<file path="src/rtl/hex_display_scheduler_pkg.sv">
// Shared constants and state encoding for the HEX display scheduler.
// Latency: none (declarations only).
// Backpressure: not applicable.
package hex_ctrl_pkg;

    localparam int          NIBBLE_W  = 4;
    localparam int          SEG_W     = 7;
    localparam logic [6:0]  SEG_BLANK = 7'b1111111;

    typedef enum logic [1:0] {
        IDLE,
        SCAN,
        DONE
    } state_t;

endpackage

</file>
<file path="src/rtl/hex_display_scheduler_if.sv">
// Producer-to-scheduler value handshake: packed nibbles plus blanking request.
// Latency: none (wires only).
// Backpressure: producer holds value_valid and value_in until value_ready is seen high.
interface hex_display_scheduler_if #(
    parameter int NUM_DIGITS = 6
);
    import hex_ctrl_pkg::*;

    logic [NIBBLE_W*NUM_DIGITS-1:0] value_in;
    logic                           value_valid;
    logic                           value_ready;
    logic                           blank_lz;

    modport master (
        output value_in,
        output value_valid,
        output blank_lz,
        input  value_ready
    );

    modport slave (
        input  value_in,
        input  value_valid,
        input  blank_lz,
        output value_ready
    );

endinterface

</file>
<file path="src/rtl/hex_display_scheduler_to_seven_digit.sv">
// Shared hex-to-7-segment decoder, active-low, bit order g..a.
// Latency: combinational.
// Backpressure: none; codes above 0xF decode to a blank digit.
module to_seven_digit (
    input  logic [6:0] digit,
    output logic [6:0] seg
);

    // Standard hex glyph lookup; anything outside 0..F shows nothing.
    always_comb begin
        seg = 7'b1111111;
        case (digit)
            7'h00: seg = 7'b1000000;
            7'h01: seg = 7'b1111001;
            7'h02: seg = 7'b0100100;
            7'h03: seg = 7'b0110000;
            7'h04: seg = 7'b0011001;
            7'h05: seg = 7'b0010010;
            7'h06: seg = 7'b0000010;
            7'h07: seg = 7'b1111000;
            7'h08: seg = 7'b0000000;
            7'h09: seg = 7'b0010000;
            7'h0A: seg = 7'b0001000;
            7'h0B: seg = 7'b0000011;
            7'h0C: seg = 7'b1000110;
            7'h0D: seg = 7'b0100001;
            7'h0E: seg = 7'b0000110;
            7'h0F: seg = 7'b0001110;
            default: seg = 7'b1111111;
        endcase
    end

endmodule

</file>
<file path="src/rtl/hex_display_scheduler.sv">
// Scans one shared 7-seg decoder across NUM_DIGITS HEX positions, MSD first, with leading-zero blanking.
// Latency: NUM_DIGITS+2 edges from acceptance to value_ready high again; update_done pulses the cycle after the last digit write.
// Backpressure: value_ready low while scanning; optional blink overlay when HEX_BLINK_EN is defined.
module hex_display_scheduler
    import hex_ctrl_pkg::*;
#(
    parameter int NUM_DIGITS = 6,
    parameter int BLINK_DIV  = 25000000
) (
    input  logic                         clk,
    input  logic                         reset,
    hex_display_scheduler_if.slave       bus,
    input  logic                         blink_en,
    output logic [SEG_W*NUM_DIGITS-1:0]  hex_out,
    output logic                         busy,
    output logic                         update_done
);

    localparam int               IDX_W    = (NUM_DIGITS > 1) ? $clog2(NUM_DIGITS) : 1;
    localparam logic [IDX_W-1:0] LAST_IDX = IDX_W'(NUM_DIGITS - 1);

    state_t                               state_q, state_d;
    logic                                 ready_q, ready_d;
    logic [IDX_W-1:0]                     idx_q, idx_d;
    logic                                 seen_q, seen_d;
    logic [NUM_DIGITS-1:0][NIBBLE_W-1:0]  shadow_q;
    logic                                 blank_sh_q;
    logic [NUM_DIGITS-1:0][SEG_W-1:0]     seg_q;

    logic                                 accept;
    logic                                 seg_we;
    logic [SEG_W-1:0]                     seg_wdat;
    logic [SEG_W-1:0]                     dec_seg;
    logic [NIBBLE_W-1:0]                  cur_nib;

    // The nibble under the scan index feeds the single shared decoder.
    assign cur_nib = shadow_q[idx_q];

    to_seven_digit u_dec (
        .digit ({3'b000, cur_nib}),
        .seg   (dec_seg)
    );

    // Next-state, handshake and digit-write decisions.
    always_comb begin
        state_d  = state_q;
        ready_d  = ready_q;
        idx_d    = idx_q;
        seen_d   = seen_q;
        accept   = 1'b0;
        seg_we   = 1'b0;
        seg_wdat = dec_seg;
        case (state_q)
            IDLE: begin
                if (ready_q && bus.value_valid) begin
                    accept  = 1'b1;
                    ready_d = 1'b0;
                    idx_d   = LAST_IDX;
                    seen_d  = 1'b0;
                    state_d = SCAN;
                end else begin
                    ready_d = 1'b1;
                end
            end
            SCAN: begin
                seg_we = 1'b1;
                // Digit 0 is never blanked so an all-zero value still reads "0".
                if (blank_sh_q && !seen_q && (cur_nib == '0) && (idx_q != '0)) begin
                    seg_wdat = SEG_BLANK;
                end
                seen_d = seen_q | (cur_nib != '0);
                if (idx_q == '0) begin
                    idx_d   = LAST_IDX;
                    state_d = DONE;
                end else begin
                    idx_d = idx_q - IDX_W'(1);
                end
            end
            DONE: begin
                state_d = IDLE;
                ready_d = 1'b1;
            end
            default: begin
                state_d = IDLE;
                ready_d = 1'b0;
            end
        endcase
    end

    // Control state register.
    always_ff @(posedge clk or posedge reset) begin
        if (reset) begin
            state_q <= IDLE;
            ready_q <= 1'b0;
            idx_q   <= LAST_IDX;
            seen_q  <= 1'b0;
        end else begin
            state_q <= state_d;
            ready_q <= ready_d;
            idx_q   <= idx_d;
            seen_q  <= seen_d;
        end
    end

    // Shadow copy of the accepted value so the producer may move on during a scan.
    always_ff @(posedge clk or posedge reset) begin
        if (reset) begin
            shadow_q   <= '0;
            blank_sh_q <= 1'b0;
        end else if (accept) begin
            shadow_q   <= bus.value_in;
            blank_sh_q <= bus.blank_lz;
        end
    end

    // Segment registers: one digit rewritten per scan cycle, the rest hold.
    always_ff @(posedge clk or posedge reset) begin
        if (reset) begin
            seg_q <= {NUM_DIGITS{SEG_BLANK}};
        end else if (seg_we) begin
            seg_q[idx_q] <= seg_wdat;
        end
    end

    assign bus.value_ready = ready_q;
    assign busy            = (state_q != IDLE);
    assign update_done     = (state_q == DONE);

`ifdef HEX_BLINK_EN
    localparam int               CNT_W    = (BLINK_DIV > 1) ? $clog2(BLINK_DIV) : 1;
    localparam logic [CNT_W-1:0] CNT_LAST = CNT_W'(BLINK_DIV - 1);

    logic [CNT_W-1:0] blink_cnt_q;
    logic             blink_phase_q;

    // Free-running blink timebase; phase flips every BLINK_DIV cycles.
    always_ff @(posedge clk or posedge reset) begin
        if (reset) begin
            blink_cnt_q   <= '0;
            blink_phase_q <= 1'b0;
        end else if (blink_cnt_q == CNT_LAST) begin
            blink_cnt_q   <= '0;
            blink_phase_q <= ~blink_phase_q;
        end else begin
            blink_cnt_q <= blink_cnt_q + CNT_W'(1);
        end
    end

    // Blink masks the pins only; stored digits stay untouched.
    assign hex_out = (blink_en && blink_phase_q) ? {NUM_DIGITS{SEG_BLANK}} : seg_q;
`else
    logic unused_blink;
    assign unused_blink = blink_en & (BLINK_DIV > 0);
    assign hex_out      = seg_q;
`endif

endmodule

</file>
<file path="src/flat_wrapper.sv">
// flat-port wrapper written by rule: the top's interface ports become plain ports
module hex_display_scheduler_flat import hex_ctrl_pkg::*;
#(
    parameter int NUM_DIGITS = 6,
    parameter int BLINK_DIV  = 25000000
)
  (clk, reset, blink_en, hex_out, busy, update_done, bus_value_in, bus_value_valid, bus_blank_lz, bus_value_ready);
  hex_display_scheduler_if #(.NUM_DIGITS(NUM_DIGITS)) bus_i ();
  input  logic clk;
  input  logic reset;
  input  logic blink_en;
  output logic [SEG_W*NUM_DIGITS-1:0] hex_out;
  output logic busy;
  output logic update_done;
  input wire logic [$bits(bus_i.value_in)-1:0] bus_value_in;
  input wire logic [$bits(bus_i.value_valid)-1:0] bus_value_valid;
  input wire logic [$bits(bus_i.blank_lz)-1:0] bus_blank_lz;
  output wire logic [$bits(bus_i.value_ready)-1:0] bus_value_ready;
  assign bus_i.value_in = bus_value_in;
  assign bus_i.value_valid = bus_value_valid;
  assign bus_i.blank_lz = bus_blank_lz;
  assign bus_value_ready = bus_i.value_ready;
  hex_display_scheduler #(.NUM_DIGITS(NUM_DIGITS), .BLINK_DIV(BLINK_DIV)) u_core (.clk(clk), .reset(reset), .bus(bus_i), .blink_en(blink_en), .hex_out(hex_out), .busy(busy), .update_done(update_done));
endmodule
</file>
<file path="config.mk">
export PLATFORM = sky130hd
export DESIGN_NAME = hex_display_scheduler_flat
export DESIGN_NICKNAME = d
export VERILOG_FILES = /design/src/rtl/hex_display_scheduler_pkg.sv /design/src/rtl/hex_display_scheduler_if.sv /design/src/rtl/hex_display_scheduler_to_seven_digit.sv /design/src/rtl/hex_display_scheduler.sv /design/src/flat_wrapper.sv
export SDC_FILE = /design/constraint.sdc
export NUM_CORES = 1
export LEC_CHECK = 0
export CAP_MARGIN = 15
export CELL_PAD_IN_SITES_DETAIL_PLACEMENT = 0
export CELL_PAD_IN_SITES_GLOBAL_PLACEMENT = 1
export CORE_ASPECT_RATIO = 1.4
export CORE_MARGIN = 5
export CORE_UTILIZATION = 40
export CTS_CLUSTER_DIAMETER = 150
export DETAILED_ROUTE_END_ITERATION = 10
export GPL_ROUTABILITY_DRIVEN = 0
export PLACE_DENSITY = 0.77
export SLEW_MARGIN = 10
export SYNTH_ARGS = -nofsm -noshare
export SYNTH_HDL_FRONTEND = slang
export SYNTH_SLANG_ARGS = --single-unit
export TNS_END_PERCENT = 5
</file>
<file path="constraint.sdc">
create_clock -name clk -period 3.8 [get_ports clk]
set_input_delay 0.76 -clock clk [delete_from_list [all_inputs] [get_ports clk]]
set_output_delay 0.76 -clock clk [all_outputs]
set_load 0.05 [all_outputs]
</file>
Yosys cells after proc, flatten, opt, wreduce, memory -nomap -nowiden
Memories as Yosys holds them, arrays and structs flattened.
Cells that the tools add are included.
{"block": "word_totals", "in_bits": 29, "mem_bits_ro": 112, "word_cells": 61, "output_inout_bits": 45, "regBits": 74, "n_memories": 1}
{"block": "classes", "add_sub_neg": 1, "muxes": 20, "n_reduce_logical": 15, "bitwise": 1, "order_cmp": 2, "n_eq_ne": 4}
{"name": "(name not given)", "words": 16, "width": 7, "read_ports": 1, "rd_ports_with_merged_regs": 0, "write_ports": 0, "line_no": "hex_display_scheduler_to_seven_digit.sv:12", "source": "case (digit)"}
{"op": "42-bit bitwise mux", "count": 1}
{"op": "7-bit demux with 3-bit select", "count": 1}
{"op": "7-bit two-way mux", "count": 3}
{"op": "4-bit binary-select mux with 3-bit select", "count": 1}
{"op": "3-bit two-way mux", "count": 2}
{"op": "3-bit case mux with 2 select lines", "count": 1}
{"op": "1-bit logical AND", "count": 5}
{"op": "1-bit two-way mux", "count": 5}
{"op": "4-bit zero test", "count": 1}
{"op": "3-bit by 4-bit < comparator with 1-bit output (second input constant)", "count": 1}
{"op": "2-bit two-way mux", "count": 2}
{"op": "4-bit two-way mux", "count": 1}
{"op": "2-bit by 1-bit inequality test with 1-bit output (second input constant)", "count": 2}
{"op": "2-bit case mux with 2 select lines", "count": 1}
{"op": "2-bit AND reduction", "count": 2}
{"op": "2-bit nonzero test", "count": 2}
{"op": "4-bit nonzero test", "count": 1}
{"op": "3-bit by 1-bit >= comparator with 1-bit output (second input constant)", "count": 1}
{"op": "3-bit zero test", "count": 1}
{"op": "1-bit case mux with 3 select lines", "count": 1}
{"op": "3-bit nonzero test", "count": 1}
{"op": "3-bit by 1-bit subtractor with 3-bit output (second input constant)", "count": 1}
{"op": "2-bit by 1-bit == test with 1-bit output (second input constant)", "count": 1}
{"op": "2-bit == test (second input constant)", "count": 1}
{"op": "other kinds (4)", "count": 4}

Longest topological paths before layout
Gate-level depths: netlist of run 1.
{"block": "logic_depth", "ltp_word": 8, "ltp_mapped": 13, "ltp_nobuf": 10}

Hierarchy
Synthesis of run 1 repeated with hierarchy kept, for this count alone.
{"block": "unflattened", "hier_cells": 329, "hier_area_um2": 3854.9}
{"mod": "hex_display_scheduler", "n_inst": 1, "area_per_inst_um2": 3538.4, "cells_per_inst": 290}
{"mod": "to_seven_digit", "n_inst": 1, "area_per_inst_um2": 316.6, "cells_per_inst": 39}

Least setup slack after synthesis of run 1
OpenSTA, ideal clock, no wires.
{"block": "synth_path", "path_kind": "reg2reg", "start": "register u_core.idx_q[0]", "end": "register u_core.seg_q (netlist bit u_core.hex_out[20])", "t_arrival_ns": 2.985, "slack_ns": 0.754, "path_buffers": 3, "setup_time_ns": 0.060, "stages_incl_launch_ff": 14, "period_less_slack_ns": 3.046, "path_cell_list": "dfstp_2 -> buf_6 -> clkbuf_1 -> mux2i_1 -> nor2_1 -> or3_1 -> clkbuf_1 -> inv_1 -> ha_1 -> nand3b_1 -> or3_1 -> o31a_1 -> o221ai_2 -> mux2_2"}
{"block": "synth_between", "elab_chain_len": 8}
{"item": "from (decl)", "line_no": "hex_display_scheduler.sv:24", "source": "logic [IDX_W-1:0] idx_q, idx_d;"}
{"item": "from (signal assigned)", "line_no": "hex_display_scheduler.sv:100", "source": "idx_q <= idx_d;"}
{"item": "parallel branches: the longest is 7 deep, another holds memory 16 x 7 bit"}
{"item": "42-bit bitwise mux *", "line_no": "hex_display_scheduler.sv:121", "source": "seg_q[idx_q] <= seg_wdat;"}
{"item": "to (signal assigned)", "line_no": "hex_display_scheduler.sv:119", "source": "seg_q <= {NUM_DIGITS{SEG_BLANK}};"}
{"item": "to (signal, indexed assignment)", "line_no": "hex_display_scheduler.sv:121"}
{"item": "to (decl)", "line_no": "hex_display_scheduler.sv:28", "source": "logic [NUM_DIGITS-1:0][SEG_W-1:0] seg_q;"}
Every way passes the cells marked *. The select of a mux whose other input is x is not followed.
A chain may end at the register's enable or synchronous reset.

Worst setup path in the final report of run 1
{"block": "layout_path", "start": "register u_core.idx_q[0]", "end": "register u_core.seg_q (netlist bit u_core.hex_out[34])"}
Same word-level chain as after synthesis.

==> results.cfg, run 1 <==
[outcome]
outcome = complete, no violations

[drt]
wire_per_inst_um = 15.7
viasPerCell = 5.12
first_iter_violations = 89
wirelength_mm = 7.68
drt-pass1-iter-count = 4
ant_nets = 0
drc = 0
vias = 2510

[cts]
worstSkewPairLatency_ps = 330
cts_hold_buf = 0
cts_setup_buffers = 0
h-tree-depth = 3
cts_inserted_buffers = 9
clock-sinks = 74
cts_max_path_buffers = 2
cts_resized = 0
clk_root_buffer_cell = clkbuf_16
cts_tree = built
worst_setup_hold_path_clk_slew_ps = 60

[final_layout]
design_area_um2 = 4640
final_net_count = 416
drive_gt1_frac = 0.294
area_delta_synth_final_pct = 33.0
num_antenna_cells = 0

[global_routing]
grt_pass1_wl_mm = 12.6
grt.busiest_layer = met2
gr-usage-all-layers = 0.153
met1_usage = 0.180
use_met2 = 0.259
grt_max_degree = 44
grt_overflow = 0
grt_pass1_vias = 2492
grt_use_met3 = 0.0484
antenna_found_initial = 0

[placement]
dpl.hpwl_mm = 5.83
placed_cell_area_um2 = 4320
port_buffers = 72

[critical_path]
critPathRequiredTime_ps = 4080
worstSetupStartpoint = u_core.idx_q[0]
cp-start-kind = flip-flop
crit_fanout = 13
end_kind = flip-flop
criticalPathCategory = reg -> reg
cp.arrival_ps = 3390
r2r_start = u_core.idx_q[0]

[die]
num_rows = 40
core_area_um2 = 8560
die_w_um = 89.0
io_pins = 74
die_h_um = 121
initial_core_util = 0.408
die_area_um2 = 10700

[timing]
fmax_mhz = 321
worstMarginPinSlew_ps = 667
setup_viol = 0
hold_viol = 0
setup-tns-final_ps = 0
skew_ps = 5.42
finalCritPeriodShare = 0.820
slew_headroom = 0.554
slew_viol_final = 0
rsz0062_at_grt = no
timing.hold.ws_ps = 472
fin_crit_ps = 3120

[synthesis]
ys_ff_latch = 74
synth_top_area_share = 0.331
syn_nets = 345
yosys.area.top_type = dfstp_2
synth_edf_count = 0
yosys_warnings = 0
netlist_area_um2 = 3490
ys_types = 49
yosysSeqAreaShare = 0.546
syn_inst = 310
async_flop_share = 1.00
syn_area_per_cell_um2 = 11.3
synth_area_leaders = dfstp_2 (33%), dfrtp_1 (22%), mux2_2 (13%)
ys.flop_type = dfstp_2

[min_path]
hold_class = reg -> reg
hp-start = u_core.hex_out[17]

[flow_run]
cap_violations = 0
## worst max-delay path, cell delays in order, from the launching register on
cell and delay (ps):
dfstp_2 700, mux2i_1 220, nor2_1 60, or3_1 530, inv_1 170, ha_1 200, nand3b_1 130, or3_1 380
o31a_1 160, o221ai_2 290, mux2_2 220
## area by class of cell
class / count / area [um^2]
flip-flops and latches: 74 / 1910
multi-input cells: 211 / 1480
clock buffers: 12 / 279
clock inverters: 3 / 43.8
fillers: 774 / 3910
repair buffers: 77 / 771
well taps: 105 / 131
inverters: 8 / 30.0
## sequential cells by signal, summed over array words and instances, names as in the netlist
name and cells:
u_core.blank_sh_q 1, u_core.bus.value_ready 1, u_core.hex_out 42, u_core.idx_q 3, u_core.seen_q 1, u_core.shadow_q 24, u_core.state_q 2
## synthesized netlist by cell type, types with 2 or more instances
cell / instances
a211oi_1: 5
a21oi_1: 9
a222oi_1: 2
a31oi_1: 3
clkbuf_1: 14
dfrtp_1: 30
dfstp_2: 44
ha_1: 6
inv_1: 8
mux2_2: 39
mux2i_1: 5
nand2_1: 38
nand2b_1: 5
nand3_1: 2
nand3b_1: 2
nor2_1: 19
nor2b_1: 4
nor3_1: 4
nor3b_1: 3
o21a_1: 2
o21ai_0: 20
o21ai_1: 2
o21bai_1: 2
o22a_1: 2
o31ai_1: 12
or2_2: 3
or3_1: 3
## per-stage QoR
step	setup WS, ps	instances	utilization
after CTS	652	490	0.543
after global placement	706	475	0.505
after detailed placement	670	475	0.505
after floorplan	754	310	-
after global routing	402	490	0.543
final	683	490	0.543
## metal layers
metal,vias to the layer above,wire (um)
li1,1239,-
met1,1201,3200
met2,59,3890
met3,11,453
met4,0,139
met5,-,0
## cells in the final DEF (no fill, tap or decap), types with 3 or more instances in the layout
master	n
ha_1	6
buf_4	4
nor2_1	19
o21ai_0	20
a31oi_1	3
mux2i_1	5
or3_1	3
nor3_1	4
a21oi_1	9
clkdlybuf4s50_1	72
nor2b_1	4
clkbuf_16	11
a211oi_1	5
o31ai_1	12
dfstp_2	44
mux2_2	39
dfrtp_1	30
or2_2	3
nand2_1	38
inv_1	7
nand2b_1	5
## logic make-up after synthesis
group | after synthesis | synth area share
AND/OR/NAND/NOR | 93 | 0.129
flip-flops | 74 | 0.546
AO/OA/AOI/OAI | 67 | 0.129
multiplexers | 45 | 0.144
buffers and inverters | 25 | 0.0305
adder cells (fa/ha/maj) | 6 | 0.0215
## worst paths after layout
check / endpoint / slack (ps) / cells past startpoint
max in group asynchronous: u_core.hex_out[16] / 2230 / 3
worst min-delay path: u_core.hex_out[17] / 470 / 2
worst min register to register: u_core.hex_out[17] / 470 / 2
worst max register to register: u_core.hex_out[34] / 680 / 10
min in group asynchronous: u_core.bus.value_ready / 860 / 2
worst max-delay path: u_core.hex_out[34] / 680 / 10
Power of run 1 is left out: the tool's default activity adds up to more than one toggle a clock period on the data nets, which glitch-free logic cannot reach.
==> inputs of run 2 (changes only) <==
Clock period 3.8 ns to 3.25 ns, I/O delays scaled along.
==> run 2 against run 1 <==
Compared with the run above: critical path depth unchanged; clock skew up 3.5 ps; utilization up 0.42 points; register-to-register slack worse by 400 ps; global-route usage up 0.16 points; flip-flop and latch count unchanged.
==> results.cfg, run 2 (synthesis results as in run 1) <==
[outcome]
outcome = complete, no violations

[cts]
worstSkewPairLatency_ps = 340
worst_setup_hold_path_clk_slew_ps = 60
cts_resized = 0
cts_setup_buffers = 0
cts_inserted_buffers = 9
cts_max_path_buffers = 2
h-tree-depth = 3
cts_tree = built
clock-sinks = 74
clk_root_buffer_cell = clkbuf_16
cts_hold_buf = 0

[timing]
fin_crit_ps = 2970
hold_viol = 0
worstMarginPinSlew_ps = 560
rsz0062_at_grt = no
fmax_mhz = 337
slew_headroom = 0.626
setup_viol = 0
finalCritPeriodShare = 0.914
setup-tns-final_ps = 0
slew_viol_final = 0
skew_ps = 8.89

[final_layout]
largest_reg_flops = 42
seq_area_um2 = 1910
most-common-layout-cells = clkdlybuf4s50_1 (72), dfstp_2 (43), mux2_2 (39), nand2_1 (38), dfrtp_1 (30)
multiInputGateArea_um2 = 1480
fillCellCount = 753
drive_gt1_frac = 0.303
area_delta_synth_final_pct = 34.1
final_common_cell = clkdlybuf4s50_1
final_net_count = 419
num_antenna_cells = 0

[die]
io_pins = 74
num_rows = 40
die_h_um = 121
core_area_um2 = 8560
die_area_um2 = 10700
initial_core_util = 0.408
die_w_um = 89.0

[critical_path]
ff2ff_path_depth = 10
crit_fanout = 14
critPathRequiredTime_ps = 3530
cp-start-kind = flip-flop
r2r_start = u_core.idx_q[0]
reg2reg_slack_ps = 280
crit_end = u_core.hex_out[41]
path_buf_inv = 1
slowest_stage = dfstp_4
criticalPathCategory = reg -> reg
critPathMostFrequentCell = or3_1
r2r_end = u_core.hex_out[41]
crit_cells = 10
worstSetupStartpoint = u_core.idx_q[0]
slowest_delay_ps = 720
path_delay_family = simple AND/OR/NAND/NOR gates
cp.arrival_ps = 3250
end_kind = flip-flop
path_cells = mux2i_1 -> nor2_1 -> or3_1 -> inv_1 -> ha_1 -> nand3b_1 -> or3_1 -> o31a_1 -> o221ai_2 -> mux2_2

[flow_run]
cap_violations = 0

[global_routing]
gr-usage-all-layers = 0.155
grt_pass1_wl_mm = 12.8
grt_max_degree = 44
antenna_found_initial = 0
grt_pass1_vias = 2610
grt_overflow = 0

[drt]
drc = 0
wirelength_mm = 7.84
ant_nets = 0
vias = 2526
viasPerCell = 5.11
first_iter_violations = 89
wire_per_inst_um = 15.9
drt-pass1-iter-count = 4

[min_path]
hold_class = reg -> reg

[placement]
port_buffers = 72
dpl.hpwl_mm = 5.94
==> run 2: area by class of cell <==
cell class              count  share of cell area
clock buffers              12              0.0593
clock inverters             4              0.0118
inverters                   8             0.00642
multi-input cells         211               0.317
flip-flops and latches     74               0.408
well taps                 105              0.0281
repair buffers             80               0.169
==> run 2: worst min-delay path, delay by kind of cell (launching register included) <==
kind | cells | cell delay [ps]
AOI/OAI and AO/OA | 1 | 60
DFF | 1 | 360
and+or+nand+nor | 1 | 40
==> run 2: how the worst min path moves through the flow <==
stage               depth (start not counted)                 from                   to  slack [ps]
finish                                      2   u_core.hex_out[37]   u_core.hex_out[37]         480
global route                                2    u_core.hex_out[5]    u_core.hex_out[5]         490
CTS                                         2   u_core.hex_out[30]   u_core.hex_out[30]         470
detailed placement                          2   u_core.hex_out[30]   u_core.hex_out[30]         470
global placement                            2   u_core.hex_out[30]   u_core.hex_out[30]         460
floorplan                                   1  u_core.shadow_q[15]  u_core.shadow_q[15]         470
==> run 2: metrics by stage <==
stage / hold WS, ps / cell area [um^2] / cells / setup WS, ps / utilization
2_1_floorplan: 475 / 3490 / 310 / 204 / -
3_3_place_gp: 456 / 4340 / 478 / 260 / 0.508
3_5_place_dp: 466 / 4340 / 478 / 229 / 0.508
4_1_cts: 474 / 4680 / 494 / 213 / 0.546
5_1_grt: 491 / 4680 / 494 / 19.1 / 0.547
6_report: 477 / 4680 / 494 / 279 / 0.547
==> run 2: routing by layer <==
layer	GRT usage	vias to the layer above	part of all wire
met4	0.0698	0	0.024
met1	0.182	1209	0.40
li1	-	1245	-
met2	0.265	58	0.52
met5	0	-	0
met3	0.0334	14	0.052
Power of run 2 is left out for the same reason.
==> inputs of run 3 (changes only) <==
Settings changed: CELL_PAD_IN_SITES_DETAIL_PLACEMENT 0 to unset, CELL_PAD_IN_SITES_GLOBAL_PLACEMENT 1 to unset, CORE_UTILIZATION 40 to 50, CTS_BUF_LIST set to sky130_fd_sc_hd__clkbuf_8, PLACE_DENSITY 0.77 to 0.76.
==> run 3 against run 2 <==
Compared with the run above: wire length decreased by 6.6%; sequential share of layout area increased by 1.1 points; worst hold slack got worse by 9.4 ps; first-iteration DRC count increased by 36%; worst setup slack improved by 4.8 ps; utilization increased by 11 points; maximum frequency increased by 0.16%; critical path depth unchanged; non-clock buffer count decreased by 1; global-route usage increased by 2.7 points; clock skew increased by 1.5 ps; largest cell class unchanged.
==> results.cfg, run 3 (synthesis results as in run 1) <==
[timing]
fmax_mhz = 337
worstMarginPinSlew_ps = 621
slew_headroom = 0.585
skew_ps = 10.4
hold_viol = 0
slew_viol_final = 0
fin_crit_ps = 2970
timing.hold.ws_ps = 467
finalCritPeriodShare = 0.913
setup_viol = 0
rsz0062_at_grt = no
setup-tns-final_ps = 0

[placement]
dpl.hpwl_mm = 5.61
place_inst = 467
port_buffers = 72

[critical_path]
slowest_delay_ps = 680
reg2reg_slack_ps = 280
critPathRequiredTime_ps = 3500
end_kind = flip-flop
path_buf_inv = 3
cp-start-kind = flip-flop
cp.arrival_ps = 3220
ff2ff_path_depth = 10
crit_fanout = 12
crit_cells = 10
r2r_start = u_core.idx_q[0]
path_cells = buf_4 -> mux2i_1 -> o22a_1 -> and2_1 -> buf_4 -> inv_1 -> ha_1 -> mux2_2 -> a21oi_1 -> o21ai_0
worstSetupStartpoint = u_core.idx_q[0]
r2r_end = u_core.hex_out[26]
critPathMostFrequentCell = buf_4
slowest_stage = dfstp_2
crit_end = u_core.hex_out[26]
criticalPathCategory = reg -> reg
path_delay_family = compound AO/OA/AOI/OAI gates

[die]
die_h_um = 109
core_area_um2 = 6890
num_rows = 36
io_pins = 74
die_area_um2 = 8780
initial_core_util = 0.507
die_w_um = 80.6

[cts]
h-tree-depth = 3
worstSkewPairLatency_ps = 350
cts_setup_buffers = 0
cts_max_path_buffers = 2
cts_inserted_buffers = 9
worst_setup_hold_path_clk_slew_ps = 80
clk_root_buffer_cell = clkbuf_8
cts_hold_buf = 0
clock-sinks = 74
cts_resized = 0
cts_tree = built

[global_routing]
grt_max_degree = 46
grt_pass1_vias = 2638
grt_overflow = 0
grt_pass1_wl_mm = 12.3
gr-usage-all-layers = 0.182
antenna_found_initial = 0

[final_layout]
num_antenna_cells = 0
fillCellCount = 548
most-common-layout-cells = clkdlybuf4s50_1 (72), dfstp_2 (44), mux2_2 (39), nand2_1 (38), dfrtp_1 (30)
multiInputGateArea_um2 = 1480
final_common_cell = clkdlybuf4s50_1
area_delta_synth_final_pct = 30.3
final_net_count = 418
largest_reg_flops = 42
drive_gt1_frac = 0.302
seq_area_um2 = 1910
utilization = 0.660
fin_cells = 483

[drt]
drt-pass1-iter-count = 4
vias = 2543
viasPerCell = 5.27
ant_nets = 0
wire_per_inst_um = 15.2
first_iter_violations = 121
wirelength_mm = 7.32
drc = 0

[min_path]
hold_class = reg -> reg
holdPathStages = 2

[outcome]
outcome = complete, no violations

[flow_run]
cap_violations = 0
==> run 3: changes by cell type in the layout (fill, tap and decap cells not counted), sizes merged <==
cell	change
clkbuf	-2
buf	-1
bufinv	+1
inv	+1
==> run 3: worst reg2reg max path, delay by kind of cell (launching register included) <==
family          cells  cell delay [ps]
compound gates      3              850
buf+inv             3              440
simple gates        1              170
fa+ha+maj           1              260
mux                 2              480
flops               1              680
==> run 3: cell type report <==
class	count	area share
Inverter	8	0.00660
Sequential cell	74	0.419
Multi-Input combinational cell	211	0.326
Timing Repair Buffer	79	0.173
Clock inverter	6	0.0193
Clock buffer	10	0.0303
Tap cell	95	0.0261
==> run 3: stage by stage <==
step | cell area, um^2 | worst slack [ps]
after floorplan | 3490 | 204
after global placement | 4320 | 360
after detailed placement | 4320 | 288
after CTS | 4550 | 281
after global routing | 4550 | 64.5
final | 4550 | 284
==> run 3: metal layers <==
layer  global-route usage  share of wire  vias up
met3               0.0339          0.047       12
met5                    0              0        -
met2                0.316           0.53       64
met4               0.0918          0.021        0
met1                0.213           0.40     1217
li1                     -              -     1250
==> run 3: worst min-delay path by stage <==
stage / start / endpoint / slack, ps
floorplan: u_core.shadow_q[15] / u_core.shadow_q[15] / 470
global placement: u_core.hex_out[30] / u_core.hex_out[30] / 460
detailed placement: u_core.hex_out[30] / u_core.hex_out[30] / 460
CTS: u_core.hex_out[30] / u_core.hex_out[30] / 470
global route: u_core.hex_out[30] / u_core.hex_out[30] / 500
finish: u_core.hex_out[30] / u_core.hex_out[30] / 470
Power of run 3 is left out for the same reason.
